<file path="config.mk">
export PLATFORM = sky130hd
export DESIGN_NAME = fetch_queue_flat
export DESIGN_NICKNAME = d
export VERILOG_FILES = /design/src/rtl/fetch_queue_pkg.sv /design/src/rtl/fetch_queue_if.sv /design/src/rtl/fetch_queue_fifo.sv /design/src/rtl/fetch_queue.sv /design/src/flat_wrapper.sv
export SDC_FILE = /design/constraint.sdc
export NUM_CORES = 1
export LEC_CHECK = 0
export CORE_UTILIZATION = 50
export CTS_CLUSTER_SIZE = 12
export DETAILED_ROUTE_END_ITERATION = 8
export PLACE_DENSITY = 0.76
export SLEW_MARGIN = 20
export SYNTH_ARGS = -nofsm -noshare
export SYNTH_HDL_FRONTEND = slang
export SYNTH_SLANG_ARGS = --single-unit
export TNS_END_PERCENT = 1
</file>
<file path="constraint.sdc">
create_clock -name clk -period 2.9 [get_ports clk]
set_input_delay 0.435 -clock clk [delete_from_list [all_inputs] [get_ports clk]]
set_output_delay 0.435 -clock clk [all_outputs]
set_load 0.005 [all_outputs]
</file>
<file path="src/rtl/fetch_queue_pkg.sv">
// Shared types and constants for the instruction-fetch queue.
package fetch_pkg;
  localparam int XLEN = 32;
  localparam logic [XLEN-1:0] NOP_INSTR  = 32'h00000013;
  localparam logic [XLEN-1:0] HALT_INSTR = 32'h000f0033;

  typedef struct packed {
    logic [XLEN-1:0] pc;
    logic [XLEN-1:0] instr;
  } fq_entry_t;
endpackage

</file>
<file path="src/rtl/fetch_queue_if.sv">
// Fetch-queue bus: instruction-memory port, redirect request and decode handshake.
interface fetch_queue_if #(
  parameter int IMEM_AW = 12
);
  logic [IMEM_AW-1:0] imem_addr;
  logic [31:0]        imem_rdata;
  logic               redirect_valid;
  logic [31:0]        redirect_pc;
  logic               id_ready;
  logic               id_valid;
  logic [31:0]        id_pc;
  logic [31:0]        id_instr;

  // master is the fetch queue itself; slave is memory plus decode/execute
  modport master (
    output imem_addr, id_valid, id_pc, id_instr,
    input  imem_rdata, redirect_valid, redirect_pc, id_ready
  );
  modport slave (
    input  imem_addr, id_valid, id_pc, id_instr,
    output imem_rdata, redirect_valid, redirect_pc, id_ready
  );
endinterface

</file>
<file path="src/rtl/fetch_queue_fifo.sv">
// fq_fifo: DEPTH-entry circular buffer of {pc, instr} with flush and a registered head.
module fq_fifo
  import fetch_pkg::*;
#(
  parameter int DEPTH = 4,
  localparam int AW = $clog2(DEPTH),
  localparam int CW = AW + 1
) (
  input  logic          clk,
  input  logic          rst,
  input  logic          ce,
  input  logic          push,
  input  logic          pop,
  input  logic          flush,
  input  fq_entry_t     wr_data,
  output fq_entry_t     head,
  output logic [CW-1:0] count,
  output logic          full,
  output logic          empty
);
  fq_entry_t     mem_q [DEPTH];
  logic [AW-1:0] wr_ptr_q, wr_ptr_d;
  logic [AW-1:0] rd_ptr_q, rd_ptr_d;
  logic [CW-1:0] count_q, count_d;
  logic          push_ok, pop_ok;

  assign full    = (count_q == CW'(DEPTH));
  assign empty   = (count_q == '0);
  assign push_ok = push && !full && !flush;
  assign pop_ok  = pop && !empty && !flush;
  assign head    = mem_q[rd_ptr_q];
  assign count   = count_q;

  always_comb begin
    wr_ptr_d = wr_ptr_q;
    rd_ptr_d = rd_ptr_q;
    count_d  = count_q;
    if (flush) begin
      wr_ptr_d = '0;
      rd_ptr_d = '0;
      count_d  = '0;
    end else begin
      // power-of-two depth: pointers wrap by natural overflow
      if (push_ok) wr_ptr_d = wr_ptr_q + 1'b1;
      if (pop_ok)  rd_ptr_d = rd_ptr_q + 1'b1;
      if (push_ok && !pop_ok)      count_d = count_q + 1'b1;
      else if (pop_ok && !push_ok) count_d = count_q - 1'b1;
    end
  end

  always_ff @(posedge clk) begin
    if (rst) begin
      wr_ptr_q <= '0;
      rd_ptr_q <= '0;
      count_q  <= '0;
    end else if (ce) begin
      wr_ptr_q <= wr_ptr_d;
      rd_ptr_q <= rd_ptr_d;
      count_q  <= count_d;
    end
  end

  always_ff @(posedge clk) begin
    if (!rst && ce && push_ok) mem_q[wr_ptr_q] <= wr_data;
  end
endmodule

</file>
<file path="src/rtl/fetch_queue.sv">
// fetch_queue: PC generation, halt detection and redirect flush around fq_fifo.
// Define FETCH_QUEUE_BYPASS_EN to forward the fetched word straight to decode when the queue is empty.
module fetch_queue
  import fetch_pkg::*;
#(
  parameter int          DEPTH    = 4,
  parameter logic [31:0] RESET_PC = 32'h00000000,
  parameter int          IMEM_AW  = 12
) (
  input  logic                     clk,
  input  logic                     rst,
  input  logic                     ce,
  fetch_queue_if.master            bus,
  output logic                     halted,
  output logic [$clog2(DEPTH):0]   count
);
  logic [31:0] fetch_pc_q, fetch_pc_d;
  logic        halted_q, halted_d;
  fq_entry_t   head, wr_entry;
  logic        fifo_full, fifo_empty, fifo_push, fifo_pop;
  logic        fetch_ok, hit_halt;

  assign fetch_ok = !halted_q && !fifo_full && !bus.redirect_valid;
  assign hit_halt = fetch_ok && (bus.imem_rdata == HALT_INSTR);
  assign fifo_pop = !fifo_empty && bus.id_ready && !bus.redirect_valid;
  assign wr_entry = '{pc: fetch_pc_q, instr: bus.imem_rdata};

`ifdef FETCH_QUEUE_BYPASS_EN
  logic bypass;
  assign bypass    = fifo_empty && !halted_q && !bus.redirect_valid;
  // a bypassed word taken by decode is never written into the queue
  assign fifo_push = fetch_ok && !(bypass && bus.id_ready);
`else
  assign fifo_push = fetch_ok;
`endif

  assign bus.imem_addr = fetch_pc_q[IMEM_AW+1:2];
  assign halted        = halted_q;

  always_comb begin
    bus.id_valid = !fifo_empty;
    bus.id_pc    = fifo_empty ? '0 : head.pc;
    bus.id_instr = fifo_empty ? NOP_INSTR : head.instr;
`ifdef FETCH_QUEUE_BYPASS_EN
    if (bypass) begin
      bus.id_valid = 1'b1;
      bus.id_pc    = fetch_pc_q;
      bus.id_instr = bus.imem_rdata;
    end
`endif
  end

  always_comb begin
    fetch_pc_d = fetch_pc_q;
    halted_d   = halted_q;
    if (bus.redirect_valid) begin
      fetch_pc_d = bus.redirect_pc & 32'hffff_fffc;
      halted_d   = 1'b0;
    end else if (fetch_ok) begin
      // the sentinel is queued but fetch parks on its address
      if (hit_halt) halted_d = 1'b1;
      else          fetch_pc_d = fetch_pc_q + 32'd4;
    end
  end

  always_ff @(posedge clk) begin
    if (rst) begin
      fetch_pc_q <= RESET_PC;
      halted_q   <= 1'b0;
    end else if (ce) begin
      fetch_pc_q <= fetch_pc_d;
      halted_q   <= halted_d;
    end
  end

  fq_fifo #(.DEPTH(DEPTH)) u_fifo (
    .clk     (clk),
    .rst     (rst),
    .ce      (ce),
    .push    (fifo_push),
    .pop     (fifo_pop),
    .flush   (bus.redirect_valid),
    .wr_data (wr_entry),
    .head    (head),
    .count   (count),
    .full    (fifo_full),
    .empty   (fifo_empty)
  );
endmodule

</file>
<file path="src/flat_wrapper.sv">
// flat-port wrapper written by rule: the top's interface ports become plain ports
module fetch_queue_flat import fetch_pkg::*;
#(
  parameter int          DEPTH    = 4,
  parameter logic [31:0] RESET_PC = 32'h00000000,
  parameter int          IMEM_AW  = 12
)
  (clk, rst, ce, halted, count, bus_imem_addr, bus_id_valid, bus_id_pc, bus_id_instr, bus_imem_rdata, bus_redirect_valid, bus_redirect_pc, bus_id_ready);
  fetch_queue_if #(.IMEM_AW(IMEM_AW)) bus_i ();
  input  logic clk;
  input  logic rst;
  input  logic ce;
  output logic halted;
  output logic [$clog2(DEPTH):0] count;
  output wire logic [$bits(bus_i.imem_addr)-1:0] bus_imem_addr;
  output wire logic [$bits(bus_i.id_valid)-1:0] bus_id_valid;
  output wire logic [$bits(bus_i.id_pc)-1:0] bus_id_pc;
  output wire logic [$bits(bus_i.id_instr)-1:0] bus_id_instr;
  input wire logic [$bits(bus_i.imem_rdata)-1:0] bus_imem_rdata;
  input wire logic [$bits(bus_i.redirect_valid)-1:0] bus_redirect_valid;
  input wire logic [$bits(bus_i.redirect_pc)-1:0] bus_redirect_pc;
  input wire logic [$bits(bus_i.id_ready)-1:0] bus_id_ready;
  assign bus_imem_addr = bus_i.imem_addr;
  assign bus_id_valid = bus_i.id_valid;
  assign bus_id_pc = bus_i.id_pc;
  assign bus_id_instr = bus_i.id_instr;
  assign bus_i.imem_rdata = bus_imem_rdata;
  assign bus_i.redirect_valid = bus_redirect_valid;
  assign bus_i.redirect_pc = bus_redirect_pc;
  assign bus_i.id_ready = bus_id_ready;
  fetch_queue #(.DEPTH(DEPTH), .RESET_PC(RESET_PC), .IMEM_AW(IMEM_AW)) u_core (.clk(clk), .rst(rst), .ce(ce), .bus(bus_i), .halted(halted), .count(count));
endmodule
</file>
# After elaboration in Yosys (flattened, before gate mapping)
# Memories as Yosys holds them, arrays and structs flattened. A register that Yosys moved wholly into a read port is not among the register bits.
# Index checks and enable logic that the tools add are counted.
# op_classes
add_sub_neg	5
multipliers	0
div	0
n_lt_le_gt_ge	0
eq_ne	3
shift	0
muxes	19
n_bitwise	0
n_reduce_logical	31
# op_table
operator	n
$mux 32	5
$add 32x3->32 const B	1
$eq 32x20->1 const B	1
$logic_and 1x1->1	13
$mux 2	6
$mux 3	3
$reduce_bool 2->1	4
$logic_not 1->1	7
$reduce_and 2->1	3
$reduce_and 3->1	2
$mux 1	5
$add 2x1->2 const B	2
$add 3x1->3 const B	1
$eq 3x3->1 const B	1
$logic_not 3->1	1
$reduce_bool 3->1	1
$sub 3x1->3 const B	1
$ne 2x2->1 const B	1
# totals
register_bits	40
latchBits	0
ram_bits	256
rom_bits	0
input_bits	69
out_inout_bits	81
elab_cells	64
mem_count	1
# memory_table
name	depth	word_bits	read_ports	rd_clocked_by_memory_dff	write_ports	line	source
u_core.u_fifo.mem_q	4	64	1	1	1	fetch_queue_fifo.sv:21	fq_entry_t mem_q [DEPTH];

# Depth between registers and ports, before layout
# Gate-level depths: netlist of run 1.
# logic_depth
word_depth	11
ltp_mapped	7
mapped_depth_nobuf	7

# By module
# From an unflattened synthesis of run 1, not the netlist that was laid out.
# unflattened
hier_cells	771
hier_area_um2	12592.1
# by_module_without_submodules
module	instances	cells_each	area_each_um2	seq_area_each_um2
fq_fifo	1	397	9735.6	7867.5
fetch_queue	1	374	2856.5	620.6

# Worst setup path after synthesis of run 1
# No wires, ideal clock.
# synth_path
kind	input-to-reg
startpoint	in rst
endpoint	mem u_core.u_fifo.mem_q[2][0] (netlist name), enable pin
setup_ps	426
arrival_time_ps	2678
required_ps	2474
setup_slack_ps	-205
stages	4
n_path_buf	1
path_cell_list	clkbuf_1 > nand2b_1 > nor4_1 > and2_1
# synth_via
elab_chain_cells	5
# synth_lines
item	line	source
from (decl)	flat_wrapper.sv:11	input logic rst;
$logic_not 1->1	fetch_queue_fifo.sv:64	if (!rst && ce && push_ok) mem_q[wr_ptr_q] <= wr_data;
$logic_and 1x1->1 (2 in a row)	fetch_queue_fifo.sv:64	
$mux 1	fetch_queue_fifo.sv:64	
$mux 1 (implied by the code)	fetch_queue_fifo.sv:64	
to (decl)	fetch_queue_fifo.sv:21	
# No other way between the ends.

==> results of run 1 <==
-- layer usage --
metal,global-route usage,wire length (um),vias up,part of all wire
met5,0,0,-,0
met4,0.0795,729,0,0.028
met3,0.0249,1420,50,0.055
met2,0.355,12600,251,0.48
met1,0.309,11300,3707,0.43
li1,-,-,3364,-
-- logic make-up (layout without fill, tap and decap cells) --
kind of cell | count (synthesis) | in the layout | share of synthesized area
AOI/OAI and AO/OA | 119 | 119 | 0.0651
xor gates and xnor gates | 1 | 1 | 0.000724
adders and majority gates | 6 | 6 | 0.00682
buffers and inverters | 74 | 266 | 0.0281
DFF | 288 | 288 | 0.681
muxes | 66 | 66 | 0.119
other | 1 | 2 | 0.000310
and+or+nand+nor | 210 | 210 | 0.0990
-- timing repair --
item,4_1_cts,5_1_grt
buffers inserted,4,0
cloned,0,0
endpoints found under the setup margin,53,11
gates resized for setup,2,5
hold endpoints to repair,0,0
-- power by group through the flow --
stage	Clock (uW)	Combinational (uW)	Sequential, uW
2_1_floorplan	0	371	4710
3_3_place_gp	0	849	4720
3_5_place_dp	0	856	4730
4_1_cts	3610	871	4640
5_1_grt	3780	940	4650
6_report	3540	860	4640
-- synth_stat cells, drive strengths merged (2+ instances only) --
library cell  instances  area [sq um]
edfxtp              248          7450
and2                 68           425
mux4                 62          1400
nand2                41           154
dfxtp                40           801
clkbuf               34           130
a21oi                33           165
o21ai                27           135
buf                  25           154
nor2                 25          93.8
nand4                17           121
nor4                 15          93.8
inv                  14          52.6
a21o                  8          60.1
a31oi                 8          50.1
o31ai                 8          60.1
nand3                 6          30.0
or4                   6          52.6
a32oi                 5          43.8
ha                    5          62.6
nand2b                5          31.3
and3                  4          25.0
mux2i                 4          40.0
o41ai                 4          35.0
or2                   4          25.0
or3                   4          25.0
a211oi                3          22.5
and4                  3          26.3
nor3                  3          15.0
o21a                  3          22.5
a221oi                2          17.5
a22o                  2          17.5
a31o                  2          17.5
a41oi                 2          17.5
nor4b                 2          17.5
nor4bb                2          20.0
o211ai                2          15.0
o31a                  2          17.5
-- state kept, by name, summed over array words and instances (netlist names), named ones only --
register                cells
u_core.fetch_pc_q          30
u_core.u_fifo.count         3
u_core.u_fifo.wr_ptr_q      2
u_core.u_fifo.rd_ptr_q      2
u_core.halted               1
u_core.u_fifo.mem_q       248
-- final cells by class --
| type | count | area (sq um) | area share |
|---|---|---|---|
| Sequential cell | 288 | 8260 | 0.545 |
| Multi-Input combinational cell | 404 | 3540 | 0.233 |
| Clock buffer | 50 | 897 | 0.0592 |
| Clock inverter | 6 | 31.3 | 0.00206 |
| Tap cell | 319 | 399 | 0.0263 |
| Inverter | 15 | 56.3 | 0.00371 |
| Timing Repair Buffer | 195 | 1980 | 0.131 |
-- stage by stage --
step / TNS (ns) / hold slack, ns / total power (uW)
finish: 0 / 0.241 / 9040
global route: -0.00356 / 0.265 / 9370
CTS: 0 / 0.212 / 9120
detailed placement: 0 / 0.545 / 5580
global placement: 0 / 0.527 / 5570
floorplan: -37.95 / 0.481 / 5080
-- worst reg2reg max path: cells and delay by family, from the launching register on --
family           cells  cell delay (ns)
AND/OR/NAND/NOR      3             1.25
flip-flops           1             0.64
AO/OA/AOI/OAI        2             0.48
-- path summary, 6_finish.rpt --
path / start / to / slack [ns] / cells after the start
worst max-delay path: flip-flop / bus_id_instr[0] / 0.08 / 4
worst min-delay path: bus_redirect_valid / u_core.halted / 0.24 / 2
worst max register to register: u_core.fetch_pc_q[10] / u_core.fetch_pc_q[31] / 0.43 / 5
worst min register to register: u_core.u_fifo.count[0] / u_core.u_fifo.count[0] / 0.52 / 2
==> flow_summary_export.csv, run 1 <==
group,metric,value,unit
clock_tree,clk_latency,0.54,ns
critical_path,crit_chain,"buf_4 -> mux4_2 -> or2_2 -> clkdlybuf4s50_1",
die,die_h,158,um
routing,first_pass_iters,7,
pwr,p_switching,1900,uW
routing,drc,0,
final_layout,fillers,1729,
final_layout,fin_util,0.642,
global_route,grt_pass1_wl,40.9,mm
placed_design,dpl.cell_count,1217,
logic_synthesis,ys_async_sr_fraction,0,
global_route,grt_max_degree,70,
final_layout,fin_cells,1277,
die,fp.dieArea,24800,sq um
routing,drt_iter0_markers,590,
pwr,vdd.ir_drop.worst,358,uV
die,start_util,0.513,
routing,dr_total_vias,7372,
global_route,grt_pass1_vias,7355,
final_layout,antenna_cells,0,
clock_tree,cts_tree,"done",
routing,routed_wl,26.0,mm
critical_path,crit_fanout,7,
logic_synthesis,yosysWarningCount,0,
sta,setup_viol,0,
placed_design,postPlaceCellArea,14200,sq um
routing,wire_per_inst,20.4,um
critical_path,end_kind,"output port",
critical_path,cp.buffers_inverters,2,
clock_tree,hold_buffers,0,
routing,vias_per_cell,5.77,
sta,skew,0.0171,ns
critical_path,cp_top_family,"buffers and inverters",
pwr,p_per_area,596,nW/um^2
final_layout,layout_commonest_cell,"edfxtp_1",
critical_path,slowest_delay,0.50,ns
logic_synthesis,ys_ff_latch,288,
final_layout,fin_nets,1009,
global_route,overflow,0,
placed_design,dp_hpwl,16.5,mm
clock_tree,root_buffer,"clkbuf_16",
sta,slew_viol_final,0,
die,die_width,158,um
logic_synthesis,avgSynthCellArea,15.8,sq um
sta,max_slew_margin,0.556,
final_layout,layout_common_cells,"edfxtp_1 (248), clkdlybuf4s50_1 (144), and2_1 (64), mux4_2 (62), nand2_1 (41)",
global_route,grt_use_total,0.219,
sta,worst_pin_slew,0.666,ns
sta,layout_min_cycle_time,2.82,ns
logic_synthesis,yosysUniqueCellTypes,60,
critical_path,slowest_stage,"mux4_2",
logic_synthesis,synth_cells,765,
logic_synthesis,synth-edff-count,248,
critical_path,crit_type,"flip-flop to output port",
clock_tree,clock_sinks,288,
global_route,grt_antenna_before_repair,0,
pwr,power_frac_clock,0.392,
placed_design,portBuffers,145,
logic_synthesis,ys.flop_type,"edfxtp_1",
logic_synthesis,synth_area,12100,sq um
die,core_area,23600,sq um
final_layout,area_delta_synth_final,25.2,%
clock_tree,h-tree-depth,1,
critical_path,start_kind,"flip-flop",
placed_design,preCtsSetupSlack,0.101,ns
sta,fin_ws,0.0781,ns
pwr,comb_power_share,0.095,
sta,post-route-period-util,0.973,
routing,ant_nets,0,
pwr,p_leak,0.00494,uW
critical_path,arrival,2.39,ns
final_layout,drive_gt1_frac,0.183,
clock_tree,cts_buffer_depth,3,
pwr,p_seq_frac,0.513,
pwr,p_sw_frac,0.210,
pwr,p_int,7150,uW
clock_tree,clk_pin_slew_worst_paths,0.06,ns
run_status,outcome,"finished clean",
final_layout,finalInstanceArea,15200,sq um
clock_tree,cts_made_buffers,30,
critical_path,cp.required,2.47,ns
sta,clock.fmax,0.354,GHz
placed_design,gp_congestion,0.829,
die,rows,56,
die,ioPinCount,150,
run,drv_cap,0,
worst_hold_path,hp-class,"primary input to flip-flop",
logic_synthesis,seq_area_frac_synth,0.681,
sta,finalHoldViolCount,0,
(Power assumes the default switching activity.)
==> run 2, diff against run 1 <==
GPL_TIMING_DRIVEN = 1   (was default)
==> results of run 2 <==
Final layout, timing and power as in run 1 (identical DEF).
